File: src/rtl/sc_intr_ctrl.sv
// rtl/sc_intr_ctrl.sv - fixed-priority interrupt controller with edge capture and a single intr/inta/eoi handshake
module sc_intr_ctrl #(
    parameter int NSRC = 8,
    parameter int IDW  = 3
) (
    input  logic            clk_i,
    input  logic            rst_i,
    input  logic [NSRC-1:0] irq_i,
    input  logic            ien_we_i,
    input  logic [NSRC-1:0] ien_wdata_i,
    output logic [NSRC-1:0] ien_o,
    output logic [NSRC-1:0] pending_o,
    output logic            intr_o,
    input  logic            inta_i,
    output logic [IDW-1:0]  int_id_o,
    input  logic            eoi_i,
    output logic            in_service_o,
    output logic [15:0]     ack_cnt_o
);

    typedef enum logic [1:0] {
        IDLE,
        REQ,
        SERV
    } state_t;

    state_t          state_q, state_d;
    logic [NSRC-1:0] irq_q;
    logic [NSRC-1:0] pending_q, pending_d;
    logic [NSRC-1:0] ien_q, ien_d;
    logic            intr_q, intr_d;
    logic [IDW-1:0]  int_id_q, int_id_d;
    logic            in_service_q, in_service_d;
    logic [15:0]     ack_cnt_q, ack_cnt_d;

    logic [NSRC-1:0] eligible;
    logic [NSRC-1:0] clr;
    logic [IDW-1:0]  winner;

    always_ff @(posedge clk_i) begin
        if (rst_i) begin
            state_q      <= IDLE;
            irq_q        <= '0;
            pending_q    <= '0;
            ien_q        <= '0;
            intr_q       <= 1'b0;
            int_id_q     <= '0;
            in_service_q <= 1'b0;
            ack_cnt_q    <= '0;
        end else begin
            state_q      <= state_d;
            irq_q        <= irq_i;
            pending_q    <= pending_d;
            ien_q        <= ien_d;
            intr_q       <= intr_d;
            int_id_q     <= int_id_d;
            in_service_q <= in_service_d;
            ack_cnt_q    <= ack_cnt_d;
        end
    end

    always_comb begin
        eligible     = pending_q & ien_q;
        winner       = '0;
        // Scan downward so the lowest set index is the last one written.
        for (int i = NSRC - 1; i >= 0; i--) begin
            if (eligible[i]) winner = IDW'(i);
        end

        state_d      = state_q;
        intr_d       = intr_q;
        int_id_d     = int_id_q;
        in_service_d = in_service_q;
        ack_cnt_d    = ack_cnt_q;
        clr          = '0;

        case (state_q)
            IDLE: begin
                if (|eligible) begin
                    int_id_d = winner;
                    intr_d   = 1'b1;
                    state_d  = REQ;
                end
            end
            REQ: begin
                // Withdrawn enable beats a simultaneous acknowledge.
                if (!ien_q[int_id_q]) begin
                    intr_d  = 1'b0;
                    state_d = IDLE;
                end else if (inta_i) begin
                    clr[int_id_q] = 1'b1;
                    intr_d        = 1'b0;
                    in_service_d  = 1'b1;
                    ack_cnt_d     = ack_cnt_q + 16'd1;
                    state_d       = SERV;
                end
            end
            SERV: begin
                if (eoi_i) begin
                    in_service_d = 1'b0;
                    state_d      = IDLE;
                end
            end
            default: state_d = IDLE;
        endcase

        // A fresh edge on a bit being acknowledged keeps it pending.
        pending_d = (pending_q & ~clr) | (irq_i & ~irq_q);
        ien_d     = ien_we_i ? ien_wdata_i : ien_q;
    end

    assign ien_o        = ien_q;
    assign pending_o    = pending_q;
    assign intr_o       = intr_q;
    assign int_id_o     = int_id_q;
    assign in_service_o = in_service_q;
    assign ack_cnt_o    = ack_cnt_q;

endmodule

File: config.mk
export PLATFORM = sky130hd
export DESIGN_NAME = sc_intr_ctrl
export DESIGN_NICKNAME = d
export VERILOG_FILES = /design/src/rtl/sc_intr_ctrl.sv
export SDC_FILE = /design/constraint.sdc
export NUM_CORES = 1
export LEC_CHECK = 0
export ABC_AREA = 0
export BUFFER_PORTS_ARGS = -buffer_cell sky130_fd_sc_hd__buf_4
export CAP_MARGIN = 20
export CELL_PAD_IN_SITES_DETAIL_PLACEMENT = 0
export CELL_PAD_IN_SITES_GLOBAL_PLACEMENT = 1
export CORE_MARGIN = 3
export CORE_UTILIZATION = 38
export CTS_BUF_LIST = sky130_fd_sc_hd__clkbuf_8 sky130_fd_sc_hd__clkbuf_16
export DETAILED_ROUTE_END_ITERATION = 10
export PLACE_DENSITY = 0.87
export SETUP_SLACK_MARGIN = 0.15
export SLEW_MARGIN = 20
export SYNTH_ARGS = -nofsm -noshare
export SYNTH_HDL_FRONTEND = slang
export SYNTH_SLANG_ARGS = --single-unit
File: constraint.sdc
create_clock -name clk_i -period 2.5 [get_ports clk_i]
set_clock_uncertainty 0.2 [all_clocks]
set_input_delay 0.5 -clock clk_i [delete_from_list [all_inputs] [get_ports clk_i]]
set_output_delay 0.5 -clock clk_i [all_outputs]
set_load 0.01 [all_outputs]
==> metrics list <==
- The run finished with clean final reports.
* Skew-Pair Late Insertion Delay: 0.29 ns
- When the netlist entered floorplanning its net count stood at 254.
- The congestion estimate from routability-driven global placement came to 0.781.
* Clock-pin slew reported for the worst setup and hold paths after clock tree synthesis: 0.09 ns
- In this run the core area contains 26 standard-cell rows.
- Library cell used as clock root buffer: clkbuf_8
* CTS H-tree depth: 2
- Final critical-path share of the clock period: 0.881
- Fraction of final layout cells with drive strength greater than 1: 0.279
- Setup violations remaining at the end of the flow were counted as 0.
- Number of antenna violations at the first check in global routing: 0
* Data required time of the worst path: 2.53 ns
- For this run, the detailed router's first-pass iteration total came to 4.
* Power Density: 592 mW/mm^2
* Worst Path Arrival: 2.23 ns
- In the final routed layout, each cell accounts on average for 14.0 um.
* Total count of max-transition violations in the final report: 0
* Synthesized area: 0.00210 mm^2
* Reg2reg path depth: 6
* Commonest cells after routing, fill and taps aside: buf_4 (61), dfxtp_1 (44), a21oi_1 (18), nand2_1 (18), inv_1 (16)
- Number of register bits inferred by synthesis: 47
- TritonCTS built the clock tree.
* Number of placed I/O pins: 58
* Post-route setup TNS: 0 ns
* Classification of the worst-slack hold path: in -> reg
- The via count of the first global-routing pass is 1709.
* Cell leakage power: 1.08 nW
* Post-synthesis average cell area: 9.07 um^2
* Kind of capture point of the worst setup path: flip-flop
- Starting density of the core: 0.402
- In this run the most critical hold path is launched from irq_i[5].
- Net switching share of the total power: 0.252
- Total routing resource utilization after global routing: 0.160
* Final hold violation count: 0
- Synthesis handed over a netlist of 232 instances.
* WS Path Type: reg -> reg
- Pre-CTS worst setup slack: 0.208 ns
- Max-cap violations in this run came to 0.
- Count of input and output buffers: 57
* Final ANT Viol Nets: 0
* Total clock buffers created by CTS: 5
- At the pin with the least slew margin, the transition time is 0.553 ns.
* Cell depth of the worst hold path: 3
* Least setup slack across all paths after layout: 0.298 ns
* Antenna fix cells: 0
- Entering global routing, the biggest net connects 21 pins.
* Startpoint type of the worst setup path: flip-flop
- Maximum clock rate: 454 MHz
- Most used flip-flop cell after synthesis: dfxtp_1
- The detailed router finished its first iteration with 89 violations.
* Seq pwr share: 0.523
- Worst-path fanout max: 20
* Horiz. Die Dim: 80.4 um
- Of the total power, the clock network draws 0.348.
- The first global-routing pass estimated 8200 um of wire.
* Synthesis-to-finish area growth: 27.9%
- The worst register-to-register path ends at ack_cnt_o[6].
- Routed via count divided by cell count: 5.19
* Die Y-Extent: 80.4 um
* Comb power frac: 0.129
- In the synthesized netlist the async set-or-reset flop fraction comes to 0.
- For this design, the CTS-stage hold fixing added 0 buffers.
- Pint: 1.19 mW
- The detailed router placed 1870 vias in this run.
- The worst register-to-register path begins at int_id_o[1].
* Maximum number of buffers from clock root to sink: 2
- Number of design rule violations left after detail routing: 0
* Unique cell type count in the Yosys netlist: 45
* Total half-perimeter wirelength after legalization and detailed placement: 3710 um
- Max-slew headroom: 0.631
- The worst path in the final design needs a cycle of 2.20 ns, including I/O delays and setup.
* Net switching power: 0.401 mW
- EDFF count, synth: 0
* Wire length after detailed routing: 5050 um
* Final net count: 311
* Worst hold path endpoint: irq_q[5]
- Clock Sink Count: 47
- IR analysis of the VDD net gives a maximum drop of 0.000420 V.
* Worst-case register-to-register setup slack: 0.30 ns
- Gr ovfl total: 0
- RSZ-0062 raised after global routing: false
- Sequential share of the synthesized area: 0.447
- The library cell used most frequently in the layout, excluding fill and tap cells, is buf_4.
- The die covers 0.00646 mm^2.
- Core ar.: 0.00524 mm^2
- Synth warnings: 0
[layout make-up]
class,instances,area (um^2)
Fill cell,508,2550
Multi-Input combinational cell,158,1030
Inverter,16,60.1
Timing Repair Buffer,61,458
Sequential cell,47,945
Clock inverter,3,43.8
Clock buffer,5,68.8
Tap cell,70,87.6
[synthesized netlist by cell type, drive strengths merged (2+ instances only)]
library cell / count / area, um^2
nor3: 4 / 20.0
nor2: 14 / 52.6
or4b: 2 / 20.0
or4: 8 / 60.1
o31ai: 7 / 57.6
a21oi: 19 / 106
inv: 16 / 60.1
a32o: 5 / 50.1
nor2b: 5 / 31.3
o21a: 2 / 15.0
mux2i: 11 / 110
nand3b: 2 / 15.0
nand4: 4 / 25.0
nand2b: 3 / 18.8
o21ai: 13 / 65.1
or3: 6 / 37.5
nand3: 9 / 45.0
or3b: 2 / 20.0
o311ai: 5 / 51.3
clkbuf: 7 / 56.3
a22oi: 4 / 30.0
dfxtp: 47 / 941
nand2: 18 / 67.6
buf: 4 / 25.0
[sequential cells by signal, summed over array words and instances (netlist names)]
| signal | cells |
|---|---|
| intr_o | 1 |
| ack_cnt_o | 16 |
| state_q | 2 |
| irq_q | 8 |
| int_id_o | 3 |
| in_service_o | 1 |
| ien_o | 8 |
| pending_o | 8 |
[metal layers]
layer  wire [um]  up-vias  share of wire  track usage
met1        2370      854           0.47        0.226
li1            -      964              -            -
met2        2310       45           0.46        0.240
met4          74        0          0.015       0.0524
met3         289        7          0.057       0.0381
met5           0        -              0            0
[power by group through the flow]
stage | Combinational (mW) | Clock (mW) | Sequential [mW]
after floorplan | 0.115 | 0 | 0.843
after global placement | 0.202 | 0 | 0.848
after detailed placement | 0.206 | 0 | 0.848
after CTS | 0.207 | 0.570 | 0.831
after global routing | 0.226 | 0.595 | 0.840
final | 0.205 | 0.555 | 0.832
[worst max path at each step]
stage,startpoint,to,slack (ns)
6_report,int_id_o[1],ack_cnt_o[6],0.30
5_1_grt,int_id_o[1],pending_o[6],0.18
4_1_cts,int_id_o[2],ack_cnt_o[6],0.18
3_5_place_dp,int_id_o[2],ack_cnt_o[6],0.21
3_3_place_gp,int_id_o[2],ack_cnt_o[6],0.31
2_1_floorplan,ien_o[0],pending_o[2],0.40
[worst max-delay path, stage by stage (launching register included)]
cell	delay, ns
dfxtp_2	0.39
or3b_4	0.42
a21oi_4	0.17
o31ai_2	0.12
buf_4	0.22
or4_1	0.47
a21oi_1	0.14
[through the flow]
step           power, mW  utilization  cell area [um^2]  hold slack [ns]  std cells
2_1_floorplan      0.958            -              2100            0.199        232
6_report            1.59        0.514              2690            0.193        360
3_5_place_dp        1.05        0.490              2570            0.212        352
4_1_cts             1.61        0.512              2680            0.184        360
5_1_grt             1.66        0.514              2690            0.216        360
3_3_place_gp        1.05        0.490              2570            0.203        352
[logic make-up after synthesis]
logic type | synth area share
flip-flops | 0.447
XOR/XNOR | 0.00416
AND/OR/NAND/NOR | 0.212
AO/OA/AOI/OAI | 0.205
adder cells (fa/ha/maj) | 0.00595
buffers and inverters | 0.0672
multiplexers | 0.0577
[timing repair]
action	CTS	global route
endpoints found under the setup margin	0	22
resized for setup	0	4
setup buffers	0	0
Power figures use the tool's default switching activity.
